==> src/rtl/contador_ctrl.sv <==
// rtl/contador_ctrl.sv - bounce controller driving an external up/down counter between run-time limits
module contador_ctrl (
  input  logic       clock,
  input  logic       reset,
  input  logic       cfg_valid,
  output logic       cfg_ready,
  input  logic [3:0] cfg_lo,
  input  logic [3:0] cfg_hi,
  input  logic [1:0] cfg_dwell,
  input  logic [3:0] cfg_cycles,
  input  logic       start,
  input  logic       stop,
  input  logic [3:0] cnt_val,
  output logic       cnt_load,
  output logic [3:0] cnt_load_val,
  output logic       cnt_en,
  output logic       cnt_dir,
  output logic       busy,
  output logic       done,
  output logic       cfg_err,
  output logic [3:0] cycles_left
);

  typedef enum logic [2:0] {
    S_IDLE, S_LOAD, S_UP, S_DWELL_HI, S_DOWN, S_DWELL_LO, S_DONE
  } state_t;

  state_t     state, state_nxt;
  logic [3:0] lo, hi, cycles;
  logic [1:0] dwell, timer;
  logic       at_hi, at_lo, last_bounce, cfg_ok, accept, run_req, active;

  assign at_hi       = (cnt_val >= hi);
  assign at_lo       = (cnt_val <= lo);
  assign last_bounce = (cycles != 4'd0) && (cycles_left <= 4'd1);
  assign cfg_ok      = (cfg_lo < cfg_hi);
  assign accept      = (state == S_IDLE) && cfg_valid && cfg_ok;
  assign run_req     = (state == S_IDLE) && start && !stop;
  assign active      = (state != S_IDLE) && (state != S_DONE);

  always_ff @(posedge clock or negedge reset) begin
    if (!reset) state <= S_IDLE;
    else        state <= state_nxt;
  end

  always_comb begin
    state_nxt = state;
    if (active && stop) begin
      state_nxt = S_DONE;
    end else begin
      case (state)
        S_IDLE:     if (run_req) state_nxt = S_LOAD;
        S_LOAD:     state_nxt = S_UP;
        S_UP:       if (at_hi) state_nxt = (dwell == 2'd0) ? S_DOWN : S_DWELL_HI;
        S_DWELL_HI: if (timer == 2'd0) state_nxt = S_DOWN;
        S_DOWN: begin
          if (at_lo) begin
            if (last_bounce)         state_nxt = S_DONE;
            else if (dwell == 2'd0)  state_nxt = S_UP;
            else                     state_nxt = S_DWELL_LO;
          end
        end
        S_DWELL_LO: if (timer == 2'd0) state_nxt = S_UP;
        S_DONE:     state_nxt = S_IDLE;
        default:    state_nxt = S_IDLE;
      endcase
    end
  end

  always_comb begin
    cfg_ready    = (state == S_IDLE);
    busy         = (state != S_IDLE);
    done         = (state == S_DONE);
    cnt_load     = 1'b0;
    cnt_load_val = 4'd0;
    cnt_en       = 1'b0;
    cnt_dir      = 1'b0;
    case (state)
      S_LOAD: begin
        cnt_load     = !stop;
        cnt_load_val = lo;
      end
      S_UP: begin
        if (!at_hi) begin
          cnt_en = 1'b1;
        end else if (dwell == 2'd0) begin
          cnt_en  = 1'b1;
          cnt_dir = 1'b1;
        end
      end
      S_DWELL_HI: begin
        cnt_en  = (timer == 2'd0);
        cnt_dir = 1'b1;
      end
      S_DOWN: begin
        if (!at_lo) begin
          cnt_en  = 1'b1;
          cnt_dir = 1'b1;
        end else if (!last_bounce && dwell == 2'd0) begin
          cnt_en = 1'b1;
        end
      end
      S_DWELL_LO: cnt_en = (timer == 2'd0);
      default: ;
    endcase
    // stop overrides every counter command in the cycle it is seen
    if (active && stop) begin
      cnt_en   = 1'b0;
      cnt_load = 1'b0;
    end
  end

  always_ff @(posedge clock or negedge reset) begin
    if (!reset) begin
      lo          <= 4'd0;
      hi          <= 4'd15;
      dwell       <= 2'd1;
      cycles      <= 4'd0;
      cycles_left <= 4'd0;
      timer       <= 2'd0;
      cfg_err     <= 1'b0;
    end else begin
      cfg_err <= (state == S_IDLE) && cfg_valid && !cfg_ok;
      if (accept) begin
        lo          <= cfg_lo;
        hi          <= cfg_hi;
        dwell       <= cfg_dwell;
        cycles      <= cfg_cycles;
        cycles_left <= cfg_cycles;
      end else if (run_req) begin
        cycles_left <= cycles;
      end
      if (!stop) begin
        case (state)
          S_UP:       if (at_hi && dwell != 2'd0) timer <= dwell - 2'd1;
          S_DWELL_HI,
          S_DWELL_LO: if (timer != 2'd0) timer <= timer - 2'd1;
          S_DOWN: begin
            if (at_lo) begin
              if (cycles != 4'd0) cycles_left <= cycles_left - 4'd1;
              if (dwell != 2'd0) timer <= dwell - 2'd1;
            end
          end
          default: ;
        endcase
      end
    end
  end

endmodule

==> config.mk <==
export PLATFORM = sky130hd
export DESIGN_NAME = contador_ctrl
export DESIGN_NICKNAME = d
export VERILOG_FILES = /design/src/rtl/contador_ctrl.sv
export SDC_FILE = /design/constraint.sdc
export NUM_CORES = 1
export LEC_CHECK = 0
export CORE_MARGIN = 2
export CORE_UTILIZATION = 40
export CTS_BUF_LIST = sky130_fd_sc_hd__clkbuf_2
export CTS_CLUSTER_SIZE = 40
export DETAILED_ROUTE_END_ITERATION = 10
export PLACE_DENSITY = 0.66
export SLEW_MARGIN = 10
export SYNTH_ARGS = -nofsm -noshare
export SYNTH_HDL_FRONTEND = slang
export SYNTH_SLANG_ARGS = --single-unit
==> constraint.sdc <==
create_clock -name clock -period 2.97 [get_ports clock]
set_input_delay 0.594 -clock clock [delete_from_list [all_inputs] [get_ports clock]]
set_output_delay 0.594 -clock clock [all_outputs]
set_load 0.05 [all_outputs]
==> metrics.cfg <==
[floorplanning]
fp.dieH_microns = 70.95
die_x_microns = 70.95
rows = 24
core_area_sq_um = 4324
die-area_sq_um = 5034
initial_utilization_pct = 41.46
ios = 38

[sta]
timing_hold_violations_final = 0
setup_viol = 0
rsz0062_at_grt = yes
min_period_ns = 2.956
finClkSkew_ns = 0.01600
max-slew-margin-rel_pct = 65.79
worstMarginPinSlew_ns = 0.5123
period_share_pct = 99.54
slew_viol_final = 0
fmax_mhz = 338.3

[critical_path]
critPathRequiredTime_ns = 2.38
crit_family = compound AO/OA/AOI/OAI gates
endpoint = cnt_en
critPathBufInv = 1
start_kind = register
cp_max_fo = 2
crit_chain = ha_4, nand2b_4, a2111oi_4, a21oi_2, o32a_4, a31oi_4, buf_12
reg2regPathDepth = 8
rrSetupSlack_ns = 0.58
r2r_end = timer[0]$_DFFE_PN0P_
critPathKind = register to primary output
critPathMaxStageDelay_ns = 0.61
crit_start = hi[0]$_DFFE_PN1P_
cp.depth = 7
crit_arrival_ns = 2.36
endpoint_kind = primary output
slowest_stage = dfstp_2
reg2reg_from = hi[0]$_DFFE_PN1P_

[cts]
cts-buffers-inserted = 3
clkLatencyLatePin_ns = 0.34
clock-sinks = 24
clk_path_buf_depth = 2
cts_tree = built
h-tree-depth = 1
clkTransAtPathRegs_ns = 0.24
root_buffer = clkbuf_2

[logic_synthesis]
ys_seq_area_share_pct = 33.85
syn_area_sq_um = 1793
ys_types = 46
synth_top_cells_by_count = nand2_1, dfrtp_1, inv_1, nor2_1, ha_1
syn_inst = 206
synth.area.top_cells = dfrtp_1, ha_1, nand2_1
synth_edf_count = 0
ys_ff_latch = 24
yosys_warnings = 0
postSynth.asyncResetShare_pct = 100.0
synth_most_common_cell = nand2_1
synth_top_area_share_pct = 26.52
syn_nets = 242
ys.flop_type = dfrtp_1
post-synth-top-area-cell = dfrtp_1
synth_area_per_cell_sq_um = 8.704

[placement]
dp_hpwl_microns = 3121
place_inst = 297
portBuffers = 37
dpl_cell_area_sq_um = 2258
gp_congestion = 0.8823

[finish]
fillers = 409
multiInputGateArea_sq_um = 1110
stdcell_count = 303
layout.nets = 288
ff_latch_area_sq_um = 606.8
fin_area_sq_um = 2349
final_core_util_pct = 54.31
syn_to_final_growth_pct = 30.98
drive_above_1_share_pct = 19.12
n_antenna_cell = 0

[drt]
drt.antenna.violating_nets = 0
vias_per_cell = 5.145
drc = 0
num_vias = 1559
drt-pass1-iter-count = 4
finalWirelength_microns = 4036
wl_per_cell_microns = 13.32
first_iter_violations = 84

[global_route]
grt_max_degree = 25
met3_usage_pct = 2.707
grt-busiest-layer = met2
grt_usage_pct = 16.78
grt_pass1_vias = 1504
met2_usage_pct = 27.21
grt_pass1_wl_microns = 6851
grt_util_met1_pct = 23.70
globalRoute.totalOverflow = 0
antenna_found_initial = 0

[pwr]
static-leakage-power_nw = 1.138
powerDensity_nw_per_um2 = 1027
irDropWorstVdd_v = 0.0004154

[status]
status = finished clean

[job]
drv_cap = 0

[min_path]
hold_class = register to register

[how the worst min path moves through the flow]
stage / start / endpoint / slack [ns] / depth (start not counted)
CTS: hi[3]$_DFFE_PN1P_ / hi[3]$_DFFE_PN1P_ / 0.49 / 2
floorplan: reset / cfg_err$_DFF_PN0_ / 0.30 / 0
global route: hi[0]$_DFFE_PN1P_ / hi[0]$_DFFE_PN1P_ / 0.51 / 2
detailed placement: hi[0]$_DFFE_PN1P_ / hi[0]$_DFFE_PN1P_ / 0.46 / 2
global placement: hi[0]$_DFFE_PN1P_ / hi[0]$_DFFE_PN1P_ / 0.45 / 2
finish: hi[3]$_DFFE_PN1P_ / hi[3]$_DFFE_PN1P_ / 0.49 / 2
[cell families (layout without fill, tap and decap cells)]
family | count (synthesis) | in the layout | share of synthesized area [%]
AOI/OAI and AO/OA | 43 | 43 | 18.07
xor gates and xnor gates | 4 | 4 | 1.954
DFF | 24 | 24 | 33.85
muxes | 7 | 7 | 5.025
adders and majority gates | 13 | 13 | 9.072
buffers and inverters | 25 | 70 | 6.978
and+or+nand+nor | 90 | 90 | 25.05
[flip-flops by register name, indices dropped and copies added (netlist names)]
name and cells:
cfg_err 1, cycles 4, lo 4, state 3
timer 2, cycles_left 4, dwell 2, hi 4
[per-stage QoR]
stage          TNS [ns]  setup WS (ns)  total power [mW]  hold slack, ns
4_1_cts        -0.03361       -0.03361             2.405          0.4911
6_report              0        0.01379             2.412          0.4873
5_1_grt        -0.09730       -0.07156             2.610          0.5113
2_1_floorplan         0         0.1015             1.816          0.2984
3_5_place_dp    -0.3133        -0.2509             2.224          0.4612
3_3_place_gp    -0.2639        -0.2500             2.200          0.4530
[timing repair]
item                       CTS  global route
buffers inserted             1             1
setup endpoints to repair    2             6
pin swaps                    5             5
hold buffers                 0             0
resized for setup            7             6
[where the power goes]
part / total, mW / internal (mW) / switching, mW
Combinational: 1.63 / 0.744 / 0.887
Sequential: 0.650 / 0.501 / 0.149
Clock: 0.130 / 0.0292 / 0.101
[cell type report]
class                      count  area share (%)
clock buffer                   3          0.6393
clock inverter                 1          0.1598
inverter                      16           2.611
multi-input combinational    157           47.26
sequential                    24           25.84
tap                           52           2.770
timing repair buffer          50           20.72
[tightest hold or removal path: stages, from the launching register on]
cell and delay (ns):
dfstp_2 0.42, nand2_1 0.05, o21ai_1 0.05
[per-layer routing]
metal	vias up	routed length, microns
met5	-	0
met2	24	1920
li1	793	-
met4	0	17
met1	740	1990
met3	2	108
[placed cells by master, fill, tap and decap left out, types with 2 or more instances in the layout]
master	instances
dlygate4sd2_1	2
mux2_4	4
nand3_1	6
dfstp_2	5
nor2b_1	3
xor2_1	4
ha_4	2
nand2_1	41
a211oi_1	2
buf_4	14
clkdlybuf4s50_1	27
nor2_1	14
and2_1	6
nand2b_1	5
nor3b_1	2
o21ai_1	12
a21oi_1	7
nor3_1	4
clkbuf_2	3
dfrtp_1	19
dlymetal6s2s_1	5
nor4_1	2
mux2i_1	3
ha_1	10
nand2b_4	2
inv_1	14
o21ai_0	7
No activity file was read; power rests on OpenSTA's default activity.
